==> src/rtl/rstack_if.sv <==
// Return-stack port bundle: push/pop request side and registered stack status.
interface rstack_if #(
  parameter int iaddr_width = 10,
  parameter int CNT_W       = 5
);
  logic                   push;
  logic                   pop;
  logic [iaddr_width-1:0] push_data;
  logic                   err_clr;
  logic [iaddr_width-1:0] rstack_top;
  logic [CNT_W-1:0]       count;
  logic                   empty;
  logic                   full;
  logic                   overflow;
  logic                   underflow;

  modport master (
    output push, pop, push_data, err_clr,
    input  rstack_top, count, empty, full, overflow, underflow
  );

  modport slave (
    input  push, pop, push_data, err_clr,
    output rstack_top, count, empty, full, overflow, underflow
  );
endinterface

==> src/rtl/rstack.sv <==
// Forth return stack: registered top entry plus a DEPTH-1 entry array below it.
// Latency: one cycle from push/pop to rstack_top/count; no backpressure, misuse sets sticky flags.
// Illegal push (full) or pop (empty) leaves contents untouched and latches overflow/underflow.
module rstack #(
  parameter int iaddr_width = 10,
  parameter int DEPTH       = 16,
  parameter int CNT_W       = 5
) (
  input logic   clk,
  input logic   reset,
  rstack_if.slave rs
);
  localparam int AW = (DEPTH > 2) ? $clog2(DEPTH - 1) : 1;
  localparam logic [CNT_W-1:0] CNT_FULL = CNT_W'(DEPTH);
  localparam logic [CNT_W-1:0] CNT_ONE  = CNT_W'(1);

  logic [iaddr_width-1:0] top_q;
  logic [CNT_W-1:0]       cnt_q;
  logic                   ovf_q;
  logic                   unf_q;
  logic [iaddr_width-1:0] mem [DEPTH-1];

  logic [AW-1:0] wr_idx;
  logic [AW-1:0] rd_idx;
  logic          mem_we;

  // M[count-1] receives the old top on push; M[count-2] sits directly under it.
  assign wr_idx = AW'(cnt_q - CNT_ONE);
  assign rd_idx = AW'(cnt_q - CNT_W'(2));
  assign mem_we = rs.push && !rs.pop && (cnt_q != '0) && (cnt_q != CNT_FULL) && !reset;

  always_ff @(posedge clk) begin
    if (mem_we) begin
      mem[wr_idx] <= top_q;
    end
  end

  always_ff @(posedge clk) begin
    if (reset) begin
      top_q <= '0;
      cnt_q <= '0;
      ovf_q <= 1'b0;
      unf_q <= 1'b0;
    end else begin
      if (rs.err_clr) begin
        ovf_q <= 1'b0;
        unf_q <= 1'b0;
      end
      case ({rs.push, rs.pop})
        2'b10: begin
          if (cnt_q == CNT_FULL) begin
            ovf_q <= 1'b1;
          end else begin
            top_q <= rs.push_data;
            cnt_q <= cnt_q + CNT_ONE;
          end
        end
        2'b01: begin
          if (cnt_q == '0) begin
            unf_q <= 1'b1;
          end else if (cnt_q == CNT_ONE) begin
            top_q <= '0;
            cnt_q <= '0;
          end else begin
            top_q <= mem[rd_idx];
            cnt_q <= cnt_q - CNT_ONE;
          end
        end
        2'b11: begin
          // Replace-top; on an empty stack this degenerates to a push but still flags the pop.
          top_q <= rs.push_data;
          if (cnt_q == '0) begin
            cnt_q <= CNT_ONE;
            unf_q <= 1'b1;
          end
        end
        default: ;
      endcase
    end
  end

  assign rs.rstack_top = top_q;
  assign rs.count      = cnt_q;
  assign rs.empty      = (cnt_q == '0);
  assign rs.full       = (cnt_q == CNT_FULL);
  assign rs.overflow   = ovf_q;
  assign rs.underflow  = unf_q;
endmodule

==> src/flat_wrapper.sv <==
// flat-port wrapper written by rule: the top's interface ports become plain ports
module rstack_flat 
#(
  parameter int iaddr_width = 10,
  parameter int DEPTH       = 16,
  parameter int CNT_W       = 5
)
  (clk, reset, rs_push, rs_pop, rs_push_data, rs_err_clr, rs_rstack_top, rs_count, rs_empty, rs_full, rs_overflow, rs_underflow);
  rstack_if #(.iaddr_width(iaddr_width), .CNT_W(CNT_W)) rs_i ();
  input logic clk;
  input logic reset;
  input wire logic [$bits(rs_i.push)-1:0] rs_push;
  input wire logic [$bits(rs_i.pop)-1:0] rs_pop;
  input wire logic [$bits(rs_i.push_data)-1:0] rs_push_data;
  input wire logic [$bits(rs_i.err_clr)-1:0] rs_err_clr;
  output wire logic [$bits(rs_i.rstack_top)-1:0] rs_rstack_top;
  output wire logic [$bits(rs_i.count)-1:0] rs_count;
  output wire logic [$bits(rs_i.empty)-1:0] rs_empty;
  output wire logic [$bits(rs_i.full)-1:0] rs_full;
  output wire logic [$bits(rs_i.overflow)-1:0] rs_overflow;
  output wire logic [$bits(rs_i.underflow)-1:0] rs_underflow;
  assign rs_i.push = rs_push;
  assign rs_i.pop = rs_pop;
  assign rs_i.push_data = rs_push_data;
  assign rs_i.err_clr = rs_err_clr;
  assign rs_rstack_top = rs_i.rstack_top;
  assign rs_count = rs_i.count;
  assign rs_empty = rs_i.empty;
  assign rs_full = rs_i.full;
  assign rs_overflow = rs_i.overflow;
  assign rs_underflow = rs_i.underflow;
  rstack #(.iaddr_width(iaddr_width), .DEPTH(DEPTH), .CNT_W(CNT_W)) u_core (.clk(clk), .reset(reset), .rs(rs_i));
endmodule
==> config.mk <==
export PLATFORM = sky130hd
export DESIGN_NAME = rstack_flat
export DESIGN_NICKNAME = d
export VERILOG_FILES = /design/src/rtl/rstack_if.sv /design/src/rtl/rstack.sv /design/src/flat_wrapper.sv
export SDC_FILE = /design/constraint.sdc
export NUM_CORES = 1
export LEC_CHECK = 0
export ABC_AREA = 1
export BUFFER_PORTS_ARGS = -buffer_cell sky130_fd_sc_hd__buf_2
export CORE_UTILIZATION = 40
export DETAILED_ROUTE_END_ITERATION = 8
export SLEW_MARGIN = 25
export SYNTH_ARGS = -nofsm -noshare
export SYNTH_HDL_FRONTEND = slang
export SYNTH_SLANG_ARGS = --single-unit
==> constraint.sdc <==
create_clock -name clk -period 4.8 [get_ports clk]
set_input_delay 0.96 -clock clk [delete_from_list [all_inputs] [get_ports clk]]
set_output_delay 0.96 -clock clk [all_outputs]
set_load 0.03 [all_outputs]
# Word-level counts from Yosys, hierarchy flattened

Memories as Yosys holds them, arrays and structs flattened.
Index checks and enable logic that the tools add are counted.

Output and inout bits: 19
RAM bits: 150
Word-level logic and storage cells: 46
Input port bits: 15
Memories: 1
Bits in registers: 17

Eq/ne operators: 9
Multiplexer cells: 17
Add/sub/neg operators: 3
Reductions and logical operators: 12

Memory list:

| name       | words | bits a word | read ports | clocked after Yosys merged registers in | wr ports | line         | RTL |
|---|---|---|---|---|---|---|---|
| u_core.mem | 15    | 10          | 1          | 0                                       | 1        | rstack.sv:21 | `logic [iaddr_width-1:0] mem [DEPTH-1];` |

Operators with widths:

| kind                  | number |
|---|---|
| $mux W10              | 3 |
| $pmux W10 S3          | 1 |
| $mux W5               | 4 |
| $pmux W5 S3           | 1 |
| $mux W1               | 8 |
| $ne A2 B2 Y1 const B  | 3 |
| $add A5 B1 Y5 const B | 1 |
| $eq A5 B1 Y1 const B  | 1 |
| $eq A5 B5 Y1 const B  | 1 |
| $logic_not A5 Y1      | 1 |
| $ne A5 B5 Y1 const B  | 1 |
| $reduce_bool A5 Y1    | 1 |
| $sub A5 B1 Y5 const B | 1 |
| $eq A2 B2 Y1 const B  | 2 |
| $logic_and A1 B1 Y1   | 4 |
| $reduce_and A4 Y1     | 1 |
| $sub A4 B2 Y4 const B | 1 |
| $reduce_and A3 Y1     | 1 |
| $reduce_bool A3 Y1    | 1 |
| $eq A2 B1 Y1 const B  | 1 |
| $logic_not A1 Y1      | 2 |
| $reduce_or A2 Y1      | 1 |

# Depth between registers and ports, before layout

Gate-level depths: netlist (run 1).

Depth in word-level cells: 7
Gate-level depth with buffers: 14

# Worst setup path after synthesis (run 1)

OpenSTA, ideal clock, no wires.

Path type: reg-to-output
Start point: register u_core.cnt_q[1], in the netlist u_core.rs.count[1]
End point: output port rs_empty
Path buffers: 2
Arrival time: 1.659 ns
Stages on the path, launching flop included: 9
Slack: 2.181 ns
Required time: 3.840 ns
Cell sequence: dfxtp_1 > clkbuf_2 > inv_1 > buf_2 > ha_1 > inv_1 > nor3_4 > nand2_1 > inv_1

Cells in the longest elaborated chain, start to end: 1

RTL lines:

| item                   | line               | RTL |
|---|---|---|
| from (decl)            | rstack.sv:18       | `logic [CNT_W-1:0] cnt_q;` |
| from (signal assigned) | rstack.sv:55       | `cnt_q <= cnt_q + CNT_ONE;` |
| from (signal assigned) | rstack.sv:66       | `cnt_q <= cnt_q - CNT_ONE;` |
| $logic_not A5 Y1       | rstack.sv:84       | `assign rs.empty = (cnt_q == '0);` |
| to (decl)              | flat_wrapper.sv:18 | `output wire logic [$bits(rs_i.empty)-1:0] rs_empty;` |

Every way passes these cells.

# Worst setup path after layout (run 1)

Start point: register u_core.cnt_q[0], in the netlist u_core.rs.count[0]
End point: output port rs_empty

Same word-level chain as after synthesis.

==> summary.md, run 1 <==
| Metric | Value |
|---|---|
| Outcome | complete, no violations |
| Pwr Total | 4.35 mW |
| Antenna diodes | 0 |
| Worst Clk Skew | 0.0109 ns |
| Post-DP HPWL | 11500 µm |
| # IOs | 34 |
| CP Data Required Time | 3.84 ns |
| FP Rows | 49 |
| Sw Pwr | 1.63 mW |
| PD cells | 529 mW/mm² |
| Crit-path max FO | 34 |
| Flop pwr share | 40.8% |
| Syn avg cell area | 10.3 µm² |
| Max Cap Viol | 0 |
| Post-CTS resize count | 0 |
| CTS Buffer Depth | 2 |
| Syn Nets | 740 |
| FF+latch count, synth | 167 |
| Final min period | 3.07 ns |
| Clock power frac | 28.3% |
| Slew Viols, Final | 0 |
| GPL Wtd Cong | 0.901 |
| Total GRT Usage | 20.3% |
| Die Wd | 138 µm |
| Clock H-tree levels | 4 |
| Switching Fraction | 37.4% |
| WP data arrival | 2.11 ns |
| DRT Wirelength | 17800 µm |
| Drt pass-1 iters | 5 |
| Crit path launch | u_core.rs.count[0]$_SDFFE_PP0P_ |
| Clock root cell | clkbuf_16 |
| DRC violation count after routing | 0 |
| First-pass GRT wire length | 27200 µm |
| Area growth, synth to finish | 11.9% |
| Post-synth top area share | 61.3% |
| Post-Place Setup Slack | 1.58 ns |
| Unrepaired setup endpoints after global routing | no |
| Final net count | 771 |
| Initial DRC count | 494 |
| Share of cells above drive strength 1 | 12.4% |
| Worst slew margin | 36.4% |
| Wire per inst | 18.0 µm |
| P_int | 2.72 mW |
| Die Y | 138 µm |
| Total negative slack | 0 ns |
| Yosys cell types | 26 |
| R2r setup slk | 2.06 ns |
| Clock tree from TritonCTS | built |
| List of most frequent post-synthesis cells | nand2_1, edfxtp_1, nand3_1 |
| Full die area | 0.0189 mm² |
| Crit start category | register |
| Final WS setup | 1.73 ns |
| Setup CP Type | register to output port |
| Synth top area cells | edfxtp_1, nand2_1, nand3_1, dfxtp_1, inv_1 |
| Syn Inst Count | 716 |
| Crit Reg-Reg Endpoint | u_core.mem[2][8]$_DFFE_PP_ |
| Max IR drop VDD | 0.410 mV |
| CTS Buf Count | 17 |
| Tcrit/Tclk final | 63.9% |
| Hold_buf cts | 0 |
| Final Hold Viols | 0 |
| Final-report setup violation count | 0 |
| Reg2reg start | u_core.rs.count[0]$_SDFFE_PP0P_ |
| Vias | 5077 |
| R2R depth | 6 |
| Biggest area consumer among synthesized cells | edfxtp_1 |
| Vias in the first global route | 4782 |
| Core Region | 0.0180 mm² |
| Async SR Flop Fraction | 0% |
| Ys flop type | edfxtp_1 |
| Synth warn | 0 |
| Hold Crit Class | register to register |
| Clock transition at path regs | 0.07 ns |
| Antenna Nets Post-Route | 0 |
| Clock sinks | 167 |
| Comb power frac | 30.9% |
| Initial antenna violation count | 0 |
| I/O Buffers | 33 |
| Buffer count from post-CTS setup fixing | 0 |
| Post-synth EDFFs | 150 |
| Clk Latency, worst-skew pair | 0.43 ns |
| Mapped cell area | 0.00734 mm² |
| Worst-Margin Slew | 0.953 ns |
| Post-synthesis sequential area ratio | 66.0% |
| Crit path to | rs_empty |
| P_leak | 3.32 nW |
| Count leader, synth | nand2_1 |
| Critical Path End Type | output port |
| Remaining Overflow, GRT | 0 |
| Initial Util | 40.9% |
| Fmax | 326 MHz |
| Via-per-instance ratio | 5.13 |
| Largest net degree at the start of global routing | 79 |
-- per-layer routing --
metal | share of wire, % | global-route usage [%]
met5 | 0 | 0
met4 | 1.7 | 7.57
met3 | 7.0 | 5.00
met2 | 46 | 30.5
met1 | 45 | 28.5
-- cells in the final DEF (no fill, tap or decap) --
cell	instances
xor2_1	3
clkbuf_1	1
ha_1	9
dfxtp_1	15
clkinv_2	7
buf_2	33
edfxtp_1	150
clkinvlp_4	2
xnor2_1	1
buf_4	12
a21oi_2	3
nand2_2	4
dfxtp_2	2
nand2_1	216
inv_6	4
inv_8	1
nor3_4	1
clkinv_4	1
o21ai_0	20
nor2_1	46
o22ai_1	1
nand3_1	111
clkinv_1	2
inv_1	66
clkbuf_16	17
nand3_2	2
inv_2	3
a21oi_1	25
nand2_4	2
-- cells by family (layout without fill, tap and decap cells) --
family,count (synthesis),count (layout),share of synthesized area [%]
simple gates,382,382,22.1
flops,167,167,66.0
buf+inv,105,149,6.42
compound gates,49,49,3.51
fa+ha+maj,9,9,1.53
xor+xnor,4,4,0.477
-- through the flow --
stage	cells	cell area [µm²]	hold WS (ns)	utilization [%]
2_1_floorplan	716	7340	0.583	-
3_3_place_gp	957	7690	0.459	42.8
3_5_place_dp	957	7690	0.453	42.8
4_1_cts	989	8220	0.465	45.7
5_1_grt	989	8220	0.491	45.7
6_report	989	8220	0.466	45.7
-- sequential cells by signal, indices dropped and copies added, names as in the netlist --
name	cells
u_core.rs.rstack_top	10
u_core.mem	150
u_core.rs.count	5
u_core.rs.underflow	1
u_core.rs.overflow	1
-- power groups by stage --
| stage | clock, mW | sequential, mW | combinational [mW] |
|---|---|---|---|
| 3_5_place_dp | 0 | 1.81 | 1.33 |
| 6_report | 1.23 | 1.78 | 1.35 |
| 3_3_place_gp | 0 | 1.81 | 1.33 |
| 4_1_cts | 1.25 | 1.78 | 1.33 |
| 5_1_grt | 1.31 | 1.78 | 1.47 |
| 2_1_floorplan | 0 | 1.88 | 0.842 |
-- area by class of cell --
cell class,count,area [µm²]
clock buffers,18,429
flip-flops and latches,167,4850
multi-input cells,444,2030
repair buffers,45,255
fillers,1657,9750
well taps,229,287
clock inverters,14,100
inverters,72,272
-- worst min path at each step --
| stage | cells past startpoint | startpoint | endpoint | slack (ns) |
|---|---|---|---|---|
| floorplan | 2 | u_core.rs.underflow$_SDFF_PP0_ | u_core.rs.underflow$_SDFF_PP0_ | 0.58 |
| global placement | 2 | u_core.rs.underflow$_SDFF_PP0_ | u_core.rs.underflow$_SDFF_PP0_ | 0.46 |
| detailed placement | 2 | u_core.rs.underflow$_SDFF_PP0_ | u_core.rs.underflow$_SDFF_PP0_ | 0.45 |
| CTS | 2 | u_core.rs.underflow$_SDFF_PP0_ | u_core.rs.underflow$_SDFF_PP0_ | 0.46 |
| global route | 2 | u_core.rs.underflow$_SDFF_PP0_ | u_core.rs.underflow$_SDFF_PP0_ | 0.49 |
| finish | 2 | u_core.rs.underflow$_SDFF_PP0_ | u_core.rs.underflow$_SDFF_PP0_ | 0.47 |
-- worst max-delay path, stage by stage (launching register included) --
cell and delay, ns:
dfxtp_2 0.32, inv_2 0.43, ha_1 0.27, inv_1 0.07, nor3_4 0.14, nand2_1 0.15
inv_1 0.10, buf_2 0.20
(Power assumes the default switching activity.)
==> run 2: changes to the inputs <==
==> constraint.sdc (replaced) <==
create_clock -name clk -period 2.7 [get_ports clk]
set_input_delay 0.54 -clock clk [delete_from_list [all_inputs] [get_ports clk]]
set_output_delay 0.54 -clock clk [all_outputs]
set_load 0.03 [all_outputs]
==> summary.md, run 2 (synthesized netlist as in run 1, its figures left out) <==
| Metric | Value |
|---|---|
| Die Wd | 138 µm |
| Full die area | 0.0189 mm² |
| Commonest non-fill, non-tap cell in the layout | nand2_1 |
| Crit-path max FO | 6 |
| Crit Reg-Reg Endpoint | u_core.mem[13][2]$_DFFE_PP_ |
| Fmax | 434 MHz |
| Initial Util | 40.9% |
| Reg2reg start | u_core.rs.count[0]$_SDFFE_PP0P_ |
| Final Hold Viols | 0 |
| Clk Latency, worst-skew pair | 0.43 ns |
| Placed cell areas | 0.00785 mm² |
| Buffer count from post-CTS setup fixing | 0 |
| Worst-Margin Slew | 0.825 ns |
| Wire per inst | 18.4 µm |
| Total negative slack | 0 ns |
| Placed Cells | 978 |
| Clock H-tree levels | 4 |
| Crit start category | register |
| Largest net degree at the start of global routing | 78 |
| Initial antenna violation count | 2 |
| Vias | 5275 |
| I/O Buffers | 33 |
| Most flops, register | u_core.mem |
| Max Cap Viol | 0 |
| DRT Wirelength | 18600 µm |
| Core Region | 0.0180 mm² |
| Pwr Total | 8.05 mW |
| Clock sinks | 167 |
| Finished Layout Cells | 1010 |
| Outcome | complete, no violations |
| P_leak | 3.44 nW |
| Commonest non-fill, non-tap cells in the layout | nand2_1, edfxtp_1, nand3_1 |
| Setup CP Type | register to output port |
| First-pass GRT wire length | 27900 µm |
| Post-DP HPWL | 12200 µm |
| Clock root cell | clkbuf_16 |
| FP Rows | 49 |
| Final min period | 2.30 ns |
| Post-Place Setup Slack | 0.381 ns |
| Area growth, synth to finish | 14.9% |
| CP Data Required Time | 2.16 ns |
| Hold Crit Class | primary input to register |
| Post-CTS resize count | 0 |
| Total GRT Usage | 20.7% |
| Initial DRC count | 496 |
| Clock tree from TritonCTS | built |
| Antenna Nets Post-Route | 0 |
| CTS Buffer Depth | 2 |
| WHS Path Cells | 2 |
| Die Y | 138 µm |
| Filler Cell Count | 1665 |
| Unrepaired setup endpoints after global routing | no |
| Final core occ | 47.0% |
| # IOs | 34 |
| CTS Buf Count | 17 |
| Antenna diodes | 0 |
| Hold_buf cts | 0 |
| WP data arrival | 1.76 ns |
| Final-report setup violation count | 0 |
| Fin area | 0.00844 mm² |
| Worst Clk Skew | 0.00840 ns |
| WHS Endpoint | u_core.rs.underflow$_SDFF_PP0_ |
| Vias in the first global route | 4949 |
| PD cells | 954 mW/mm² |
| Hold wc startpoint | reset |
| Drt pass-1 iters | 6 |
| Critical Path End Type | output port |
| Tcrit/Tclk final | 85.3% |
| Via-per-instance ratio | 5.22 |
| Worst slew margin | 44.8% |
| GPL Wtd Cong | 0.928 |
| DRC violation count after routing | 0 |
| R2r setup slk | 0.44 ns |
| Max FFs per register | 150 |
| Max IR drop VDD | 0.477 mV |
| Clock transition at path regs | 0.07 ns |
| Final net count | 792 |
| R2R depth | 6 |
| WHS | 0.298 ns |
| Slew Viols, Final | 0 |
| Remaining Overflow, GRT | 0 |
| Final WS setup | 0.397 ns |
| Share of cells above drive strength 1 | 14.7% |
==> run 2: changes by cell type in the layout (fill, tap and decap cells not counted) <==
cell	change
clkinvlp_4	+2
clkinv_2	-6
inv_8	-1
inv_6	+3
bufinv_16	+2
buf_4	+21
==> run 2: report_power, final <==
| group | total (mW) | switching, mW | internal (mW) |
|---|---|---|---|
| Combinational | 2.46 | 1.80 | 0.661 |
| Sequential | 3.16 | 0.112 | 3.05 |
| Clock | 2.43 | 1.05 | 1.38 |
==> run 2: layout make-up <==
type,instances,area (µm²),area share [%]
clock inverter,14,160,1.90
timing repair buffer,66,413,4.89
tap,229,287,3.40
sequential,167,4850,57.5
inverter,72,272,3.22
clock buffer,18,429,5.09
multi-input combinational,444,2030,24.0
==> run 2: worst max path at each step <==
| stage | slack (ns) | depth (start not counted) | startpoint | endpoint |
|---|---|---|---|---|
| 2_1_floorplan | 0.14 | 8 | u_core.rs.count[1]$_SDFFE_PP0P_ | u_core.mem[0][0]$_DFFE_PP_ |
| 3_3_place_gp | 0.43 | 6 | rs_pop | u_core.mem[11][5]$_DFFE_PP_ |
| 3_5_place_dp | 0.38 | 6 | rs_pop | u_core.mem[11][1]$_DFFE_PP_ |
| 4_1_cts | 0.38 | 2 | u_core.rs.count[0]$_SDFFE_PP0P_ | rs_count[0] |
| 5_1_grt | 0.24 | 7 | u_core.rs.count[1]$_SDFFE_PP0P_ | rs_empty |
| 6_report | 0.40 | 7 | u_core.rs.count[1]$_SDFFE_PP0P_ | rs_empty |
==> run 2: critical path: stages, from the launching register on <==
cell,delay (ns)
dfxtp_2,0.32
inv_1,0.17
ha_1,0.21
inv_1,0.07
nor3_4,0.14
nand2_1,0.14
inv_1,0.09
buf_2,0.19
==> run 2: metal layers <==
metal | wire length [µm] | global-route usage (%) | up-vias
met5 | 22 | 0 | -
met4 | 386 | 7.02 | 4
met3 | 1410 | 6.00 | 31
met2 | 8970 | 33.1 | 197
met1 | 7840 | 26.8 | 2563
li1 | - | - | 2480
==> run 3: changes to the inputs <==
==> constraint.sdc (replaced) <==
create_clock -name clk -period 2 [get_ports clk]
set_input_delay 0.4 -clock clk [delete_from_list [all_inputs] [get_ports clk]]
set_output_delay 0.4 -clock clk [all_outputs]
set_load 0.03 [all_outputs]
==> summary.md, run 3 (synthesized netlist as in run 1, its figures left out) <==
| Metric | Value |
|---|---|
| Outcome | complete, no violations |
| Final net count | 808 |
| Remaining Overflow, GRT | 0 |
| Antenna diodes | 0 |
| GPL Wtd Cong | 0.886 |
| P_leak | 3.59 nW |
| Largest stage delay, worst path | 0.38 ns |
| Wire per inst | 19.0 µm |
| WP data arrival | 2.13 ns |
| Die Y | 138 µm |
| Area growth, synth to finish | 22.5% |
| Setup CP Type | register to register |
| FP Rows | 49 |
| I/O Buffers | 33 |
| Ordered list of cells on the worst path | inv_4, ha_4, inv_2, nor3_4, buf_4, nor2_2, nand2_2, nor2_4, buf_12 |
| Commonest non-fill, non-tap cell in the layout | nand2_1 |
| Die Wd | 138 µm |
| Placed Cells | 978 |
| Buf/Inv on CP | 4 |
| Vias | 5316 |
| Fmax | 506 MHz |
| Final WS setup | 0.0221 ns |
| Crit path max-delay family | simple AND/OR/NAND/NOR gates |
| Crit-path max FO | 10 |
| Crit path max-delay cell type | dfxtp_4 |
| Initial DRC count | 566 |
| DRC violation count after routing | 0 |
| Clock H-tree levels | 4 |
| Pwr Total | 11.6 mW |
| Crit start category | register |
| Commonest non-fill, non-tap cells in the layout | nand2_1, edfxtp_1, nand3_1 |
| Worst slew margin | 71.4% |
| Max IR drop VDD | 0.733 mV |
| Full die area | 0.0189 mm² |
| Antenna Nets Post-Route | 0 |
| Post-Place Setup Slack | 0.0356 ns |
| Worst Clk Skew | 0.00849 ns |
| Drt pass-1 iters | 5 |
| Hold_buf cts | 0 |
| Initial antenna violation count | 0 |
| Clock root cell | clkbuf_16 |
| Largest net degree at the start of global routing | 79 |
| Unrepaired setup endpoints after global routing | yes |
| CTS Buf Count | 17 |
| Clock sinks | 167 |
| Post-DP HPWL | 13300 µm |
| Via-per-instance ratio | 5.18 |
| DRT Wirelength | 19500 µm |
| Clock tree from TritonCTS | built |
| # IOs | 34 |
| First-pass GRT wire length | 29100 µm |
| Max FFs per register | 150 |
| Share of cells above drive strength 1 | 21.5% |
| Total GRT Usage | 22.0% |
| Core Region | 0.0180 mm² |
| Finished Layout Cells | 1026 |
| Clock transition at path regs | 0.07 ns |
| Final-report setup violation count | 0 |
| Most flops, register | u_core.mem |
| Final Hold Viols | 0 |
| Final min period | 1.98 ns |
| Hold Crit Class | primary input to register |
| CP Data Required Time | 2.15 ns |
| Clk Latency, worst-skew pair | 0.44 ns |
| PD cells | 1290 mW/mm² |
| Vias in the first global route | 5102 |
| Slew Viols, Final | 0 |
| R2r setup slk | 0.02 ns |
| Tcrit/Tclk final | 98.9% |
| Critical Path End Type | register |
| CTS Buffer Depth | 2 |
| Worst-Margin Slew | 0.429 ns |
| Max Cap Viol | 0 |
| Initial Util | 40.9% |
## run 3: changes by cell type in the layout (fill, tap and decap cells not counted), moves of 3 or more
cell     change
nand2_1     -13
nand2_2      +9
inv_6        -3
nor2_1      -16
buf_6        +4
ha_1         -3
nor2_4      +17
nand2_4      +4
inv_1        -6
inv_2        +4
ha_4         +3
buf_12      +10
## run 3: timing repair
item / CTS / global route
hold endpoints to repair: 0 / 0
cloned: 0 / 2
gates resized for setup: 14 / 7
endpoints found under the setup margin: 3 / 152
pin swaps: 2 / 15
setup buffers: 5 / 9
## run 3: power breakdown
part	switching [mW]	total, mW	internal (mW)
clock	1.37	3.35	1.98
combinational	2.80	4.01	1.21
sequential	0.138	4.26	4.12
total	4.31	11.6	7.31
## run 3: worst reg2reg max path: cells and delay by family, from the launching register on
kind	cells	cell delay, ns
buffers and inverters	4	0.38
flip-flops	1	0.38
AND/OR/NAND/NOR	4	0.76
adder cells (fa/ha/maj)	1	0.16
## run 3: through the flow
| stage | hold slack, ns | cell area (µm²) | util [%] | TNS (ns) |
|---|---|---|---|---|
| floorplan | 0.462 | 7590 | - | 0 |
| global placement | 0.456 | 8090 | 45.0 | 0 |
| detailed placement | 0.457 | 8090 | 45.0 | 0 |
| CTS | 0.143 | 8770 | 48.8 | 0 |
| global route | 0.163 | 8990 | 50.1 | -1.18 |
| finish | 0.156 | 8990 | 50.1 | 0 |
## run 3: cell type report
type / instances / area (µm²)
clock inverters: 13 / 170
inverters: 72 / 285
well taps: 229 / 287
repair buffers: 80 / 683
fillers: 1588 / 8970
flip-flops and latches: 167 / 4850
multi-input cells: 446 / 2280
clock buffers: 19 / 433
## run 3: worst paths after layout
kind | start | to | cells past startpoint
max | u_core.rs.count[0]$_SDFFE_PP0P_ | u_core.mem[10][5]$_DFFE_PP_ | 9
max reg2reg | u_core.rs.count[0]$_SDFFE_PP0P_ | u_core.mem[10][5]$_DFFE_PP_ | 9
min reg2reg | u_core.rs.underflow$_SDFF_PP0_ | u_core.rs.underflow$_SDFF_PP0_ | 2
min | reset | u_core.rs.underflow$_SDFF_PP0_ | 2
## run 3: layer usage
layer	track usage [%]	vias up	part of all wire, %
met5	0	-	0
met4	7.33	0	1.3
met3	4.16	19	6.3
met2	36.6	184	50
met1	28.7	2591	42
li1	-	2522	-
